**src/rtl/blackbox_queue.sv**
```systemverilog
// blackbox_queue: ready/valid FIFO buffering 16-bit arithmetic results for a Chisel consumer.
// Ports: clock, reset (sync, active-high), enq_valid/enq_ready/enq_bits, deq_valid/deq_ready/deq_bits, count.
// Optional build macro BLACKBOX_QUEUE_FLOW_EN: an empty queue passes enq_bits straight to deq_bits.
// Default build (macro undefined): minimum latency is one cycle and there is no flow-through.
// Parameters: WIDTH payload bits (>=1), DEPTH entries (>=1, any value; pointers wrap by compare).

module blackbox_queue #(
    parameter int WIDTH = 16,
    parameter int DEPTH = 4
) (
    input  logic                         clock,
    input  logic                         reset,
    input  logic                         enq_valid,
    output logic                         enq_ready,
    input  logic [WIDTH-1:0]             enq_bits,
    output logic                         deq_valid,
    input  logic                         deq_ready,
    output logic [WIDTH-1:0]             deq_bits,
    output logic [$clog2(DEPTH+1)-1:0]   count
);

    localparam int CW = $clog2(DEPTH + 1);
    localparam int PW = (DEPTH > 1) ? $clog2(DEPTH) : 1;

    localparam logic [CW-1:0] FULL_CNT = CW'(DEPTH);
    localparam logic [PW-1:0] LAST_PTR = PW'(DEPTH - 1);

    logic [WIDTH-1:0] mem [DEPTH];
    logic [PW-1:0]    head;
    logic [PW-1:0]    tail;

    logic empty;
    logic full;
    logic bypass;
    logic enq_fire;
    logic deq_fire;

    // Explicit wrap so DEPTH need not be a power of two.
    function automatic logic [PW-1:0] next_ptr(input logic [PW-1:0] p);
        if (p == LAST_PTR) begin
            return '0;
        end
        return p + 1'b1;
    endfunction

    assign empty     = (count == '0);
    assign full      = (count == FULL_CNT);
    assign enq_ready = !full;

`ifdef BLACKBOX_QUEUE_FLOW_EN
    // Empty queue: the producer word is presented immediately and, when
    // taken in the same cycle, never touches storage.
    assign deq_valid = !empty || enq_valid;
    assign deq_bits  = empty ? enq_bits : mem[head];
    assign bypass    = empty && enq_valid && deq_ready;
`else
    assign deq_valid = !empty;
    assign deq_bits  = mem[head];
    assign bypass    = 1'b0;
`endif

    // Storage-side handshakes; a bypassed word moves neither pointer.
    assign enq_fire = enq_valid && enq_ready && !bypass;
    assign deq_fire = deq_valid && deq_ready && !empty;

    // Array contents are left alone on reset; only the bookkeeping clears.
    always_ff @(posedge clock) begin
        if (!reset && enq_fire) begin
            mem[tail] <= enq_bits;
        end
    end

    always_ff @(posedge clock) begin
        if (reset) begin
            head  <= '0;
            tail  <= '0;
            count <= '0;
        end else begin
            if (enq_fire) begin
                tail <= next_ptr(tail);
            end
            if (deq_fire) begin
                head <= next_ptr(head);
            end
            unique case ({enq_fire, deq_fire})
                2'b10:   count <= count + 1'b1;
                2'b01:   count <= count - 1'b1;
                default: count <= count;
            endcase
        end
    end

endmodule

```
**config.mk**
```make
export PLATFORM = sky130hd
export DESIGN_NAME = blackbox_queue
export DESIGN_NICKNAME = d
export VERILOG_FILES = /design/src/rtl/blackbox_queue.sv
export SDC_FILE = /design/constraint.sdc
export NUM_CORES = 1
export LEC_CHECK = 0
export CAP_MARGIN = 20
export CORE_UTILIZATION = 40
export DETAILED_ROUTE_END_ITERATION = 6
export PLACE_DENSITY = 0.68
export SLEW_MARGIN = 30
export SYNTH_ARGS = -nofsm -noshare
export SYNTH_HDL_FRONTEND = slang
export SYNTH_SLANG_ARGS = --single-unit
export TNS_END_PERCENT = 50
```
**constraint.sdc**
```tcl
create_clock -name clock -period 5.9 [get_ports clock]
set_input_delay 0.885 -clock clock [delete_from_list [all_inputs] [get_ports clock]]
set_output_delay 0.885 -clock clock [all_outputs]
set_load 0.005 [all_outputs]
```
**Yosys cells after proc, flatten, opt, wreduce, memory -nomap -nowiden**

Memory sizes are Yosys's and may differ from the RTL's. A register that Yosys moved wholly into a read port is not among the register bits.
Index checks and enable logic that the tools add are counted.

- Register bits: 7
- Bits in writable memories: 64
- Bits of input ports: 20
- Output and inout port bits: 21
- Word-level logic and storage cells: 37
- Memories kept: 1

- $add $sub $neg: 4
- Equal/unequal tests: 5
- Mux-type cells: 15
- Reduce and logical (&&, ||, !) cells: 9

Memory list:

| name | depth | bits a word | read ports | clocked after memory_dff | write ports | line | RTL |
|---|---|---|---|---|---|---|---|
| mem | 4 | 16 | 1 | 1 | 1 | 28 | `logic [WIDTH-1:0] mem [DEPTH];` |

Operators with widths:

| cell | count |
|---|---|
| $mux 2 | 6 |
| $mux 1 | 8 |
| $eq 2x2->1 const B | 3 |
| $pmux 3 s2 | 1 |
| $add 2x1->2 const B | 2 |
| $logic_and 1x1->1 | 4 |
| $add 3x1->3 const B | 1 |
| $eq 3x3->1 const B | 1 |
| $logic_not 1->1 | 3 |
| $logic_not 3->1 | 1 |
| $sub 3x1->3 const B | 1 |
| $eq 2x1->1 const B | 1 |
| $reduce_bool 2->1 | 1 |

**Depth between registers and ports, before layout**

- Depth in word-level cells: 9
- Mapped depth: 8
- Depth with buffers taken out: 8

**Worst setup path before layout**

OpenSTA, ideal clock, no wires.

- Path kind: in2reg
- Start point: in reset
- End point: mem mem[0][0] (enable)
- Library setup time: 413 ps
- Data arrival time: 2,352 ps
- Data required time: 5,487 ps
- Path slack: 3,135 ps
- Stages on the path: 2
- Path buffers: 1
- Path through: clkbuf_1 > nor3b_1

- Word-level cells in the longest chain between the ends: 4

RTL lines:

| what | line | RTL |
|---|---|---|
| from (decl) | 12 | `input logic reset,` |
| $logic_not 1->1 | 68 | `if (!reset && enq_fire) begin` |
| $logic_and 1x1->1 | 68 |  |
| $mux 1 | 68 |  |
| $mux 1 (not written as such) | 69 | `mem[tail] <= enq_bits;` |
| to (decl) | 28 |  |

No other way between the ends.

==> reports/results.md <==
• largest net degree at the start of global routing: 17
• largest area contributor in the netlist: sky130_fd_sc_hd__edfxtp_1
• aggregate global routing overflow: 0
• # port buffers: 40
• number of flops mapped to enable cells by yosys: 64
• I/O pin total: 41
• layout cell share with drive strength beyond 1: 17.37%
• final hold viol count: 0
• Site Rows: 30
• final setup skew: 6.735 ps
• Final period util: 51.21%
• root buffer selected by CTS: sky130_fd_sc_hd__clkbuf_8
• leading cell types in the layout, fill and taps excluded: 64 x sky130_fd_sc_hd__edfxtp_1, 40 x sky130_fd_sc_hd__clkdlybuf4s50_1, 12 x sky130_fd_sc_hd__mux4_1, 9 x sky130_fd_sc_hd__clkbuf_8, 8 x sky130_fd_sc_hd__dfxtp_1
• most common cell after layout, fill and taps aside: sky130_fd_sc_hd__edfxtp_1
• horizontal extent of the die: 86.60 um
• required time of the worst setup path: 5020 ps
• Total Die Area: 7500 um^2
• setup repair after global routing missed its margin: false
• routed vias: 1410
• post-synth top area share: 67.13%
• CTS H-tree lvls: 3
• LEAKAGE: 1.229 nW
• classification of the worst-slack hold path: register to register
• synthesized netlist net count: 162
• layout overhead on the synthesized area: 26.75%
• placed wire-length estimate: 3.121 mm
• number of antenna violations at the first check in global routing: 0
• diodes inserted: 0
• post-CTS setup-driven buffer insertion count: 0
• average cell area after synthesis: 21.21 um^2
• number of filler cells placed in the layout: 543
• total routed wirelength: 4.729 mm
• number of buffers added by the clock tree synthesis step: 9
• Largest delay share family, worst path: multiplexers
• list of cells traversed by the critical path: mux4_1 -> clkdlybuf4s50_1
• clock-pin slew on the worst setup and hold paths: 70 ps
• clock sink count: 73
• normalized max-slew margin: 55.09%
• measured slew at the worst slew-check pin: 672.7 ps
• first-pass GRT wire length: 7.403 mm
• crit path time final: 3021 ps
• highest clock frequency the design can meet: 331.0 MHz
• TNS Setup: 0 ps
• top fanout value on the critical path: 16
• DR vias/cell: 4.930
• number of endpoints failing setup at the final stage: 0
• average routed wire per standard cell: 16.53 um
• clock insertion delay at the later pin of the skew report: 340 ps
• count of final max-slew check failures: 0
• routability congestion estimate: 0.7006
• least setup slack across all paths after layout: 2879 ps
• largest stage delay on the critical path: 680 ps
• CTS tree: done
• cell with the biggest individual delay on the critical path: sky130_fd_sc_hd__mux4_1
• Layout Nets: 212
• outcome: completed
• post-placement setup slack: 2906 ps
• reg-to-reg setup timing slack: 3520 ps
• GRT Util Overall: 14.05%
• cell types with the largest area share after synthesis: sky130_fd_sc_hd__edfxtp_1 67%, sky130_fd_sc_hd__mux4_1 11%, sky130_fd_sc_hd__dfxtp_1 6.3%, sky130_fd_sc_hd__mux4_2 3.1%, sky130_fd_sc_hd__ha_1 2.6%
• Yosys warnings: 0
• PwrDens: 389.0 nW/um^2
• CP Class: register to output port
• number of distinct standard cells referenced by the synthesized netlist: 26
• async set or reset register ratio after synthesis: 0%
• buffers from clock root to sink, at most: 2
• number of remaining DRC errors: 0
• CTS-repair resized insts: 0
• Core ar.: 6869 um^2
• data arrival time of the critical path: 2140 ps
• max cap viols: 0
• part of the Yosys area used for sequential elements: 73.43%
• count of state elements after synthesis: 73
• critical path capture point type: output port
• most used flip-flop cell after synthesis: sky130_fd_sc_hd__edfxtp_1
• initial standard-cell utilization of the core: 41.68%
• number of buffers inserted for hold repair after clock tree synthesis: 0
• CP Launch Type: register
• Vert. Die Dim: 86.60 um
• peak supply drop: 0.2339 mV
• Synth Cell Area: 2863 um^2
• post-synthesis instance total: 135
• worst path buffer plus inverter count: 1
• DR pass1 iterations: 4
• number of global-route vias before repair: 1493
• count of nets left with antenna violations after detail routing: 0
• number of DRC markers in iteration 0: 83
-- state kept, by name (all words and copies together) (netlist names), named ones only --
| register | cells |
|---|---|
| tail | 2 |
| head | 2 |
| count | 3 |
| mem | 64 |
-- stage by stage --
stage          std cells  hold slack (ps)  util (%)  instance area, um^2  total power [W]
5_1_grt              286            535.1     52.82                 3628         0.001474
3_3_place_gp         270            471.3     49.29                 3386        0.0009490
6_report             286            508.5     52.82                 3628         0.001412
4_1_cts              286            507.7     52.81                 3627         0.001428
3_5_place_dp         270            499.6     49.29                 3386        0.0009666
2_1_floorplan        135            463.3         -                 2863        0.0008173
-- worst reg2reg max path: stages (launching register included) --
cell and delay, ps:
sky130_fd_sc_hd__dfxtp_1 420, sky130_fd_sc_hd__or3b_4 420, sky130_fd_sc_hd__nand2_4 140, sky130_fd_sc_hd__ha_1 210
sky130_fd_sc_hd__inv_1 60, sky130_fd_sc_hd__fa_1 390, sky130_fd_sc_hd__xor2_1 170, sky130_fd_sc_hd__or3_1 320
sky130_fd_sc_hd__a21oi_1 170
-- synth_stat cells, types with 2 or more instances --
cell                       instances
sky130_fd_sc_hd__mux4_2            4
sky130_fd_sc_hd__inv_1             6
sky130_fd_sc_hd__or3_2             2
sky130_fd_sc_hd__xor2_1            2
sky130_fd_sc_hd__dfxtp_1           9
sky130_fd_sc_hd__nor3b_1           4
sky130_fd_sc_hd__buf_6             2
sky130_fd_sc_hd__nor2_1            5
sky130_fd_sc_hd__nand2b_1          2
sky130_fd_sc_hd__edfxtp_1         64
sky130_fd_sc_hd__ha_1              6
sky130_fd_sc_hd__a21oi_1           3
sky130_fd_sc_hd__mux2i_1           2
sky130_fd_sc_hd__mux4_1           12
-- final timing paths --
path | startpoint | to | depth (start not counted)
setup / recovery | register | deq_bits[3] | 2
hold / removal | head[0]$_SDFFE_PP0P_ | register | 2
setup reg to reg | count[2]$_SDFFE_PP0P_ | count[2]$_SDFFE_PP0P_ | 8
hold reg to reg | head[0]$_SDFFE_PP0P_ | register | 2
-- cell type report --
class	instances	area, um^2	share of cell area (%)
clock inverter	7	117.6	3.241
multi-input combinational	51	710.7	19.59
clock buffer	9	123.9	3.414
tap	96	120.1	3.310
inverter	6	22.52	0.6207
sequential	73	2103	57.97
timing repair buffer	44	430.4	11.86
-- power by group --
part	internal [W]	switching, W
combinational	0.000194	0.000108
clock	0.000281	0.000177
sequential	0.000605	0.0000470
-- cells by family (layout without fill, tap and decap cells) --
kind of cell / Yosys count / count (layout) / synth area share [%]
simple gates: 18 / 18 / 3.977
buf+inv: 11 / 66 / 2.447
xor+xnor: 2 / 2 / 0.6120
mux: 19 / 19 / 15.25
flops: 73 / 73 / 73.43
fa+ha+maj: 7 / 7 / 3.322
compound gates: 5 / 5 / 0.9613
-- routing by layer --
layer  part of all wire, %  track usage, %  vias up
met2                    54           24.60       45
li1                      -               -      647
met4                  0.97           4.697        0
met3                   4.6           5.810        6
met1                    41           15.49      712
met5                     0               0        -
(Power assumes the default switching activity.)
